--- src/rtl/wb_fir_accel_slave_if.sv ---
// Wishbone classic bundle between the compute-tile adapter (master) and the FIR accelerator (slave).
interface wb_fir_accel_slave_if;
   logic [31:0] wb_adr_i;
   logic [31:0] wb_dat_i;
   logic [3:0]  wb_sel_i;
   logic        wb_we_i;
   logic        wb_cyc_i;
   logic        wb_stb_i;
   logic [31:0] wb_dat_o;
   logic        wb_ack_o;
   logic        wb_err_o;

   modport master (
      output wb_adr_i, wb_dat_i, wb_sel_i, wb_we_i, wb_cyc_i, wb_stb_i,
      input  wb_dat_o, wb_ack_o, wb_err_o
   );

   modport slave (
      input  wb_adr_i, wb_dat_i, wb_sel_i, wb_we_i, wb_cyc_i, wb_stb_i,
      output wb_dat_o, wb_ack_o, wb_err_o
   );
endinterface

--- src/rtl/wb_fir_accel_slave.sv ---
// Wishbone FIR accelerator: sample/result FIFOs around a one-tap-per-cycle MAC engine.
// Optional FIR_ACCEL_IRQ_EN drives irq from IRQ_MASK and result availability.
//
// state    | meaning
// ST_IDLE  | waiting for ENABLE and a queued sample
// ST_SHIFT | pop sample into delay line, clear accumulator
// ST_MAC   | accumulate one coefficient*tap product per cycle
// ST_WRITE | saturate and push result, stall while output FIFO is full
module wb_fir_accel_slave #(
   parameter int TAPS       = 8,
   parameter int FIFO_DEPTH = 16,
   parameter int SHIFT      = 0
) (
   input  logic                       clk,
   input  logic                       rst_n,
   wb_fir_accel_slave_if.slave        wb,
   output logic                       irq
);
   localparam int TAP_W = $clog2(TAPS);
   localparam int ACC_W = 32 + TAP_W;
   localparam int PTR_W = $clog2(FIFO_DEPTH);
   localparam int CNT_W = PTR_W + 1;

   localparam logic [5:0] WA_CTRL = 6'h00;
   localparam logic [5:0] WA_STAT = 6'h01;
   localparam logic [5:0] WA_DIN  = 6'h02;
   localparam logic [5:0] WA_DOUT = 6'h03;
   localparam logic [5:0] WA_COEF = 6'h10;
   localparam logic [6:0] TAPS_N  = 7'(TAPS);

   typedef enum logic [1:0] {ST_IDLE, ST_SHIFT, ST_MAC, ST_WRITE} state_t;

   state_t                   state_q, state_d;
   logic                     enable_q, enable_d;
   logic                     irq_mask_q, irq_mask_d;
   logic signed [15:0]       coef_q [TAPS];
   logic signed [15:0]       coef_d [TAPS];
   logic signed [15:0]       x_q [TAPS];
   logic signed [15:0]       x_d [TAPS];
   logic signed [ACC_W-1:0]  acc_q, acc_d;
   logic [TAP_W-1:0]         tap_q, tap_d;
   logic [PTR_W-1:0]         in_wr_q, in_wr_d, in_rd_q, in_rd_d;
   logic [PTR_W-1:0]         out_wr_q, out_wr_d, out_rd_q, out_rd_d;
   logic [CNT_W-1:0]         in_cnt_q, in_cnt_d, out_cnt_q, out_cnt_d;
   logic                     ack_q, ack_d, err_q, err_d, irq_q, irq_d;
   logic [31:0]              dat_q, dat_d;

   logic [15:0]              in_mem_q  [FIFO_DEPTH];
   logic [31:0]              out_mem_q [FIFO_DEPTH];

   logic                     req, clear, busy;
   logic                     in_push, in_pop, out_push, out_pop;
   logic                     in_full, in_empty, out_full, out_empty;
   logic [5:0]               widx, coef_idx;
   logic                     coef_hit;
   logic signed [31:0]       prod;
   logic signed [ACC_W-1:0]  acc_sh;
   logic [31:0]              y;
   logic                     unused_bits;

   assign req       = wb.wb_cyc_i & wb.wb_stb_i & ~ack_q & ~err_q;
   assign widx      = wb.wb_adr_i[7:2];
   assign coef_idx  = widx - WA_COEF;
   assign coef_hit  = (widx >= WA_COEF) && ({1'b0, coef_idx} < TAPS_N);
   assign in_full   = (in_cnt_q == CNT_W'(FIFO_DEPTH));
   assign in_empty  = (in_cnt_q == '0);
   assign out_full  = (out_cnt_q == CNT_W'(FIFO_DEPTH));
   assign out_empty = (out_cnt_q == '0);
   assign busy      = (state_q != ST_IDLE);

   assign prod   = coef_q[tap_q] * x_q[tap_q];
   assign acc_sh = acc_q >>> SHIFT;

   // Clamp when the bits above bit 31 are not a pure sign extension.
   always_comb begin
      y = acc_sh[31:0];
      if (!((acc_sh[ACC_W-1:31] == '0) || (acc_sh[ACC_W-1:31] == '1))) begin
         y = acc_sh[ACC_W-1] ? 32'h8000_0000 : 32'h7FFF_FFFF;
      end
   end

   always_comb begin
      state_d    = state_q;
      enable_d   = enable_q;
      irq_mask_d = irq_mask_q;
      coef_d     = coef_q;
      x_d        = x_q;
      acc_d      = acc_q;
      tap_d      = tap_q;
      in_wr_d    = in_wr_q;
      in_rd_d    = in_rd_q;
      out_wr_d   = out_wr_q;
      out_rd_d   = out_rd_q;
      in_cnt_d   = in_cnt_q;
      out_cnt_d  = out_cnt_q;
      ack_d      = 1'b0;
      err_d      = 1'b0;
      dat_d      = 32'd0;
      in_push    = 1'b0;
      in_pop     = 1'b0;
      out_push   = 1'b0;
      out_pop    = 1'b0;
      clear      = 1'b0;

      if (req) begin
         if (wb.wb_we_i) begin
            if (widx == WA_CTRL) begin
               ack_d      = 1'b1;
               enable_d   = wb.wb_dat_i[0];
               clear      = wb.wb_dat_i[1];
               irq_mask_d = wb.wb_dat_i[2];
            end else if (widx == WA_DIN && !in_full) begin
               ack_d   = 1'b1;
               in_push = 1'b1;
            end else if (coef_hit) begin
               ack_d                            = 1'b1;
               coef_d[coef_idx[TAP_W-1:0]]      = wb.wb_dat_i[15:0];
            end else begin
               err_d = 1'b1;
            end
         end else begin
            if (widx == WA_CTRL) begin
               ack_d = 1'b1;
               dat_d = {29'd0, irq_mask_q, 1'b0, enable_q};
            end else if (widx == WA_STAT) begin
               ack_d = 1'b1;
               dat_d = {16'd0, 8'(out_cnt_q), 5'd0, busy, out_empty, in_full};
            end else if (widx == WA_DOUT && !out_empty) begin
               ack_d   = 1'b1;
               out_pop = 1'b1;
               dat_d   = out_mem_q[out_rd_q];
            end else if (coef_hit) begin
               ack_d = 1'b1;
               dat_d = {16'd0, coef_q[coef_idx[TAP_W-1:0]]};
            end else begin
               err_d = 1'b1;
            end
         end
      end

      case (state_q)
         ST_IDLE: begin
            if (enable_q && !in_empty) state_d = ST_SHIFT;
         end
         ST_SHIFT: begin
            in_pop = 1'b1;
            x_d[0] = in_mem_q[in_rd_q];
            for (int k = 1; k < TAPS; k++) x_d[k] = x_q[k-1];
            acc_d   = '0;
            tap_d   = '0;
            state_d = ST_MAC;
         end
         ST_MAC: begin
            acc_d = acc_q + {{TAP_W{prod[31]}}, prod};
            tap_d = tap_q + 1'b1;
            if (tap_q == TAP_W'(TAPS - 1)) state_d = ST_WRITE;
         end
         ST_WRITE: begin
            if (!out_full) begin
               out_push = 1'b1;
               state_d  = ST_IDLE;
            end
         end
         default: state_d = ST_IDLE;
      endcase

      if (in_push)  in_wr_d  = in_wr_q + 1'b1;
      if (in_pop)   in_rd_d  = in_rd_q + 1'b1;
      if (out_push) out_wr_d = out_wr_q + 1'b1;
      if (out_pop)  out_rd_d = out_rd_q + 1'b1;
      in_cnt_d  = in_cnt_q + CNT_W'(in_push) - CNT_W'(in_pop);
      out_cnt_d = out_cnt_q + CNT_W'(out_push) - CNT_W'(out_pop);

      // CLEAR wins over any engine activity in the same cycle; coefficients survive.
      if (clear) begin
         state_d   = ST_IDLE;
         for (int k = 0; k < TAPS; k++) x_d[k] = '0;
         in_wr_d   = '0;
         in_rd_d   = '0;
         out_wr_d  = '0;
         out_rd_d  = '0;
         in_cnt_d  = '0;
         out_cnt_d = '0;
      end

`ifdef FIR_ACCEL_IRQ_EN
      irq_d = irq_mask_q & ~out_empty;
`else
      irq_d = 1'b0;
`endif
   end

   always_ff @(posedge clk) begin
      if (!rst_n) begin
         state_q    <= ST_IDLE;
         enable_q   <= 1'b0;
         irq_mask_q <= 1'b0;
         for (int k = 0; k < TAPS; k++) begin
            coef_q[k] <= '0;
            x_q[k]    <= '0;
         end
         acc_q      <= '0;
         tap_q      <= '0;
         in_wr_q    <= '0;
         in_rd_q    <= '0;
         out_wr_q   <= '0;
         out_rd_q   <= '0;
         in_cnt_q   <= '0;
         out_cnt_q  <= '0;
         ack_q      <= 1'b0;
         err_q      <= 1'b0;
         dat_q      <= 32'd0;
         irq_q      <= 1'b0;
      end else begin
         state_q    <= state_d;
         enable_q   <= enable_d;
         irq_mask_q <= irq_mask_d;
         coef_q     <= coef_d;
         x_q        <= x_d;
         acc_q      <= acc_d;
         tap_q      <= tap_d;
         in_wr_q    <= in_wr_d;
         in_rd_q    <= in_rd_d;
         out_wr_q   <= out_wr_d;
         out_rd_q   <= out_rd_d;
         in_cnt_q   <= in_cnt_d;
         out_cnt_q  <= out_cnt_d;
         ack_q      <= ack_d;
         err_q      <= err_d;
         dat_q      <= dat_d;
         irq_q      <= irq_d;
      end
   end

   // FIFO storage needs no reset: occupancy counters define validity.
   always_ff @(posedge clk) begin
      if (in_push)  in_mem_q[in_wr_q]   <= wb.wb_dat_i[15:0];
      if (out_push) out_mem_q[out_wr_q] <= y;
   end

   assign wb.wb_ack_o = ack_q;
   assign wb.wb_err_o = err_q;
   assign wb.wb_dat_o = dat_q;
   assign irq         = irq_q;

   assign unused_bits = ^{wb.wb_sel_i, wb.wb_adr_i[31:8], wb.wb_adr_i[1:0], wb.wb_dat_i[31:16]};
endmodule

--- src/flat_wrapper.sv ---
// flat-port wrapper written by rule: the top's interface ports become plain ports
module wb_fir_accel_slave_flat 
#(
   parameter int TAPS       = 8,
   parameter int FIFO_DEPTH = 16,
   parameter int SHIFT      = 0
)
  (clk, rst_n, irq, wb_wb_adr_i, wb_wb_dat_i, wb_wb_sel_i, wb_wb_we_i, wb_wb_cyc_i, wb_wb_stb_i, wb_wb_dat_o, wb_wb_ack_o, wb_wb_err_o);
  wb_fir_accel_slave_if wb_i ();
  input  logic clk;
  input  logic rst_n;
  output logic irq;
  input wire logic [$bits(wb_i.wb_adr_i)-1:0] wb_wb_adr_i;
  input wire logic [$bits(wb_i.wb_dat_i)-1:0] wb_wb_dat_i;
  input wire logic [$bits(wb_i.wb_sel_i)-1:0] wb_wb_sel_i;
  input wire logic [$bits(wb_i.wb_we_i)-1:0] wb_wb_we_i;
  input wire logic [$bits(wb_i.wb_cyc_i)-1:0] wb_wb_cyc_i;
  input wire logic [$bits(wb_i.wb_stb_i)-1:0] wb_wb_stb_i;
  output wire logic [$bits(wb_i.wb_dat_o)-1:0] wb_wb_dat_o;
  output wire logic [$bits(wb_i.wb_ack_o)-1:0] wb_wb_ack_o;
  output wire logic [$bits(wb_i.wb_err_o)-1:0] wb_wb_err_o;
  assign wb_i.wb_adr_i = wb_wb_adr_i;
  assign wb_i.wb_dat_i = wb_wb_dat_i;
  assign wb_i.wb_sel_i = wb_wb_sel_i;
  assign wb_i.wb_we_i = wb_wb_we_i;
  assign wb_i.wb_cyc_i = wb_wb_cyc_i;
  assign wb_i.wb_stb_i = wb_wb_stb_i;
  assign wb_wb_dat_o = wb_i.wb_dat_o;
  assign wb_wb_ack_o = wb_i.wb_ack_o;
  assign wb_wb_err_o = wb_i.wb_err_o;
  wb_fir_accel_slave #(.TAPS(TAPS), .FIFO_DEPTH(FIFO_DEPTH), .SHIFT(SHIFT)) u_core (.clk(clk), .rst_n(rst_n), .wb(wb_i), .irq(irq));
endmodule
--- config.mk ---
export PLATFORM = sky130hd
export DESIGN_NAME = wb_fir_accel_slave_flat
export DESIGN_NICKNAME = d
export VERILOG_FILES = /design/src/rtl/wb_fir_accel_slave_if.sv /design/src/rtl/wb_fir_accel_slave.sv /design/src/flat_wrapper.sv
export SDC_FILE = /design/constraint.sdc
export NUM_CORES = 2
export LEC_CHECK = 0
export BUFFER_PORTS_ARGS = -buffer_cell sky130_fd_sc_hd__buf_2
export CAP_MARGIN = 0
export CORE_AREA = 5 5 389 391
export CTS_CLUSTER_DIAMETER = 50
export DETAILED_ROUTE_END_ITERATION = 10
export DIE_AREA = 0 0 394 396
export PLACE_DENSITY = 0.58
export SLEW_MARGIN = 20
export SYNTH_ARGS = -nofsm -noshare
export SYNTH_HDL_FRONTEND = slang
export SYNTH_SLANG_ARGS = --single-unit
--- constraint.sdc ---
create_clock -name clk -period 25.9 [get_ports clk]
set_input_delay 5.18 -clock clk [delete_from_list [all_inputs] [get_ports clk]]
set_output_delay 5.18 -clock clk [all_outputs]
set_load 0.01 [all_outputs]
==> reports/results.tsv <==
metric	value	unit
ant_nets	0	
die_area	0.156	mm2
synth_top_area_cell	edfxtp_1	
yosys.area_share.xor_xnor	1.23	%
setup_viol	0	
numCtsBuffers	130	
grt_util_all_layers	18.7	%
port_buffers	60	
p_total	0.00415	W
multi_input_area	0.0248	mm2
setup_tns	0	ns
skew	0.0518	ns
synth_fa_ha_area_share	12.5	%
overflow	0	
dp_hpwl	93600	um
syn-instance-count	4257	
start_kind	register	
vias	34200	
cts_buffer_depth	3	
synth_most_common_cell	edfxtp_1	
worst_path_max_delay_cell	buf_4	
synth_edf_count	768	
worst_slack	15.14	ns
first_iter_violations	3055	
cp.required	26.54	ns
viasPerCell	5.39	
async_flop_share	0	%
worst-setup-path-type	register to register	
worst_slew_pin_slew	1.18	ns
synth_top_family_by_area	multiplexers	
grt_max_degree	92	
die_w	394	um
start_util	38.9	%
gp_congestion	0.834	
status	finished clean	
synth_top_area_share	40.3	%
synthSimpleGateAreaFrac	7.59	%
synthMuxAreaShare	15.6	%
maxCapViolCount	0	
die_h	396	um
nets	4788	
rows	141	
hold_depth	2	
fin_crit	10.76	ns
syn_area	0.0572	mm2
yosys-top-cells-area	edfxtp_1, dfxtp_1, mux4_2	
ctsResizeCount	0	
crit_path_max_fanout	39	
cp_slowest_stage_delay	0.77	ns
wl_per_cell	23.1	um
nFillCells	13400	
clock-sinks	1130	
register_area	0.0303	mm2
io_pins	108	
slew_violations	0	
drt-total-wl	146000	um
clock_latency	0.78	ns
drc_errors	0	
grt_pass1_vias	34800	
post-cts-setup-buffer-count	0	
ys.flop_type	edfxtp_1	
core	0.147	mm2
synth-seq-cells	1130	
ir_drop	0.0653	mV
antenna_found_initial	2	
yosys_warnings	0	
rr_worst_depth	34	
dr.pass1.iters	6	
hp-class	register to register	
clkTransAtPathRegs	0.06	ns
fin_crit_sh	41.5	%
syn-num-nets	4741	
clock.fmax	92.9	MHz
root_buffer	clkbuf_16	
slew_headroom	21.4	%
synth-compound-area-share	6.05	%
hold_viol	0	
crit_path_frequent_cell	fa_1	
cts_tree	built	
cellLeakagePower	22.9	nW
power_density	64.7	mW/mm2
htreeDepth	4	
synth_area_per_cell	13.4	um2
postCtsHoldBufs	0	
ys_top_cells_by_count	edfxtp_1, nand2_1, nor2_1	
synthDistinctLibCells	87	
cp.arrival	11.40	ns
ys_seq_area_share	53.0	%
syn2layout_area_growth	12.3	%
place_ws	15.06	ns
grt_pass1_wl	223000	um
endpoint_kind	register	
rsz0062_at_grt	false	
drive_gt1_share	17.0	%
## critical path, delay by kind of cell, from the launching register on
kind                     cells  cell delay, ns
AO/OA/AOI/OAI               13            2.96
XOR/XNOR                     2            0.50
adder cells (fa/ha/maj)      8            3.77
buffers and inverters        6            1.27
flip-flops                   1            0.75
multiplexers                 2            0.75
AND/OR/NAND/NOR              3            0.60
## metrics by stage
stage,hold slack [ns],utilization [%],std cells,instance area [um2]
detailed placement,0.462,40.6,6102,59800
CTS,0.479,43.6,6341,64200
finish,0.475,43.6,6342,64200
floorplan,0.443,-,4257,57200
global placement,0.460,40.6,6102,59800
global route,0.491,43.6,6341,64200
## power by group
group          leakage, nW  switching, W  internal, W
Clock                 2.11      0.000770      0.00108
Sequential            9.95     0.0000167      0.00192
Combinational         10.8      0.000215     0.000149
## registers in the layout (all words and copies together) (netlist names), named ones only
register / count
u_core.wb.wb_dat_o: 32
u_core.in_mem_q: 256
u_core.coef_q: 128
u_core.wb.wb_ack_o: 1
u_core.in_wr_q: 4
u_core.out_rd_q: 4
u_core.x_q: 128
u_core.enable_q: 1
u_core.wb.wb_err_o: 1
u_core.in_cnt_q: 5
u_core.state_q: 2
u_core.tap_q: 3
u_core.out_cnt_q: 5
u_core.acc_q: 35
u_core.out_mem_q: 512
u_core.in_rd_q: 4
u_core.irq_mask_q: 1
u_core.out_wr_q: 4
## path summary, 6_finish.rpt
path                                                startpoint                              to  slack (ns)
worst max register to register    u_core.tap_q[0]$_SDFFE_PN0P_   u_core.acc_q[33]$_SDFFE_PN0P_       15.14
worst min-delay path            u_core.coef_q[63]$_SDFFE_PN0P_  u_core.coef_q[63]$_SDFFE_PN0P_        0.47
worst min register to register  u_core.coef_q[63]$_SDFFE_PN0P_  u_core.coef_q[63]$_SDFFE_PN0P_        0.47
worst max-delay path              u_core.tap_q[0]$_SDFFE_PN0P_   u_core.acc_q[33]$_SDFFE_PN0P_       15.14
## cells by family (layout without fill, tap and decap cells)
group           count (synthesis)  after routing
compound gates                495            495
simple gates                 1037           1037
buf+inv                       580            734
flops                        1130           1130
fa+ha+maj                     411            411
mux                           523            523
other cells                     1              2
xor+xnor                       80             80
## cells in the final DEF, fill, tap and decap left out, types with 16 or more instances in the layout
cell       instances
nand2_1          497
nor3_1            16
ha_1             145
a21o_1            28
xnor2_1           45
a211oi_1          41
nor2b_1           30
a21oi_1           75
nand3_1           19
a21boi_0         129
buf_2             59
buf_4             83
and2_1            24
mux2i_1          190
clkinv_1          20
nor2_1           332
o22ai_1           18
mux4_2           292
dfxtp_1          353
clkbuf_1          29
nor2_2            18
clkbuf_16        131
fa_1             265
edfxtp_1         768
o21ai_0           79
mux2_2            39
inv_1            351
xor2_1            35
clkinv_2          16
## layout make-up
type                       count  area share [%]
multi-input combinational   2547            38.6
inverter                     352            2.06
clock inverter                73            1.43
tap                         1930            3.76
timing repair buffer         143            1.46
antenna                        1         0.00390
sequential                  1130            47.3
clock buffer                 166            5.41
## routing by layer
layer	track usage [%]	vias to the layer above	share of wire, %
met5	0	-	0
li1	-	15300	-
met1	26.2	17600	44
met4	4.52	0	2.1
met3	3.24	190	6.2
met2	30.8	1038	48
(Power assumes the default switching activity.)
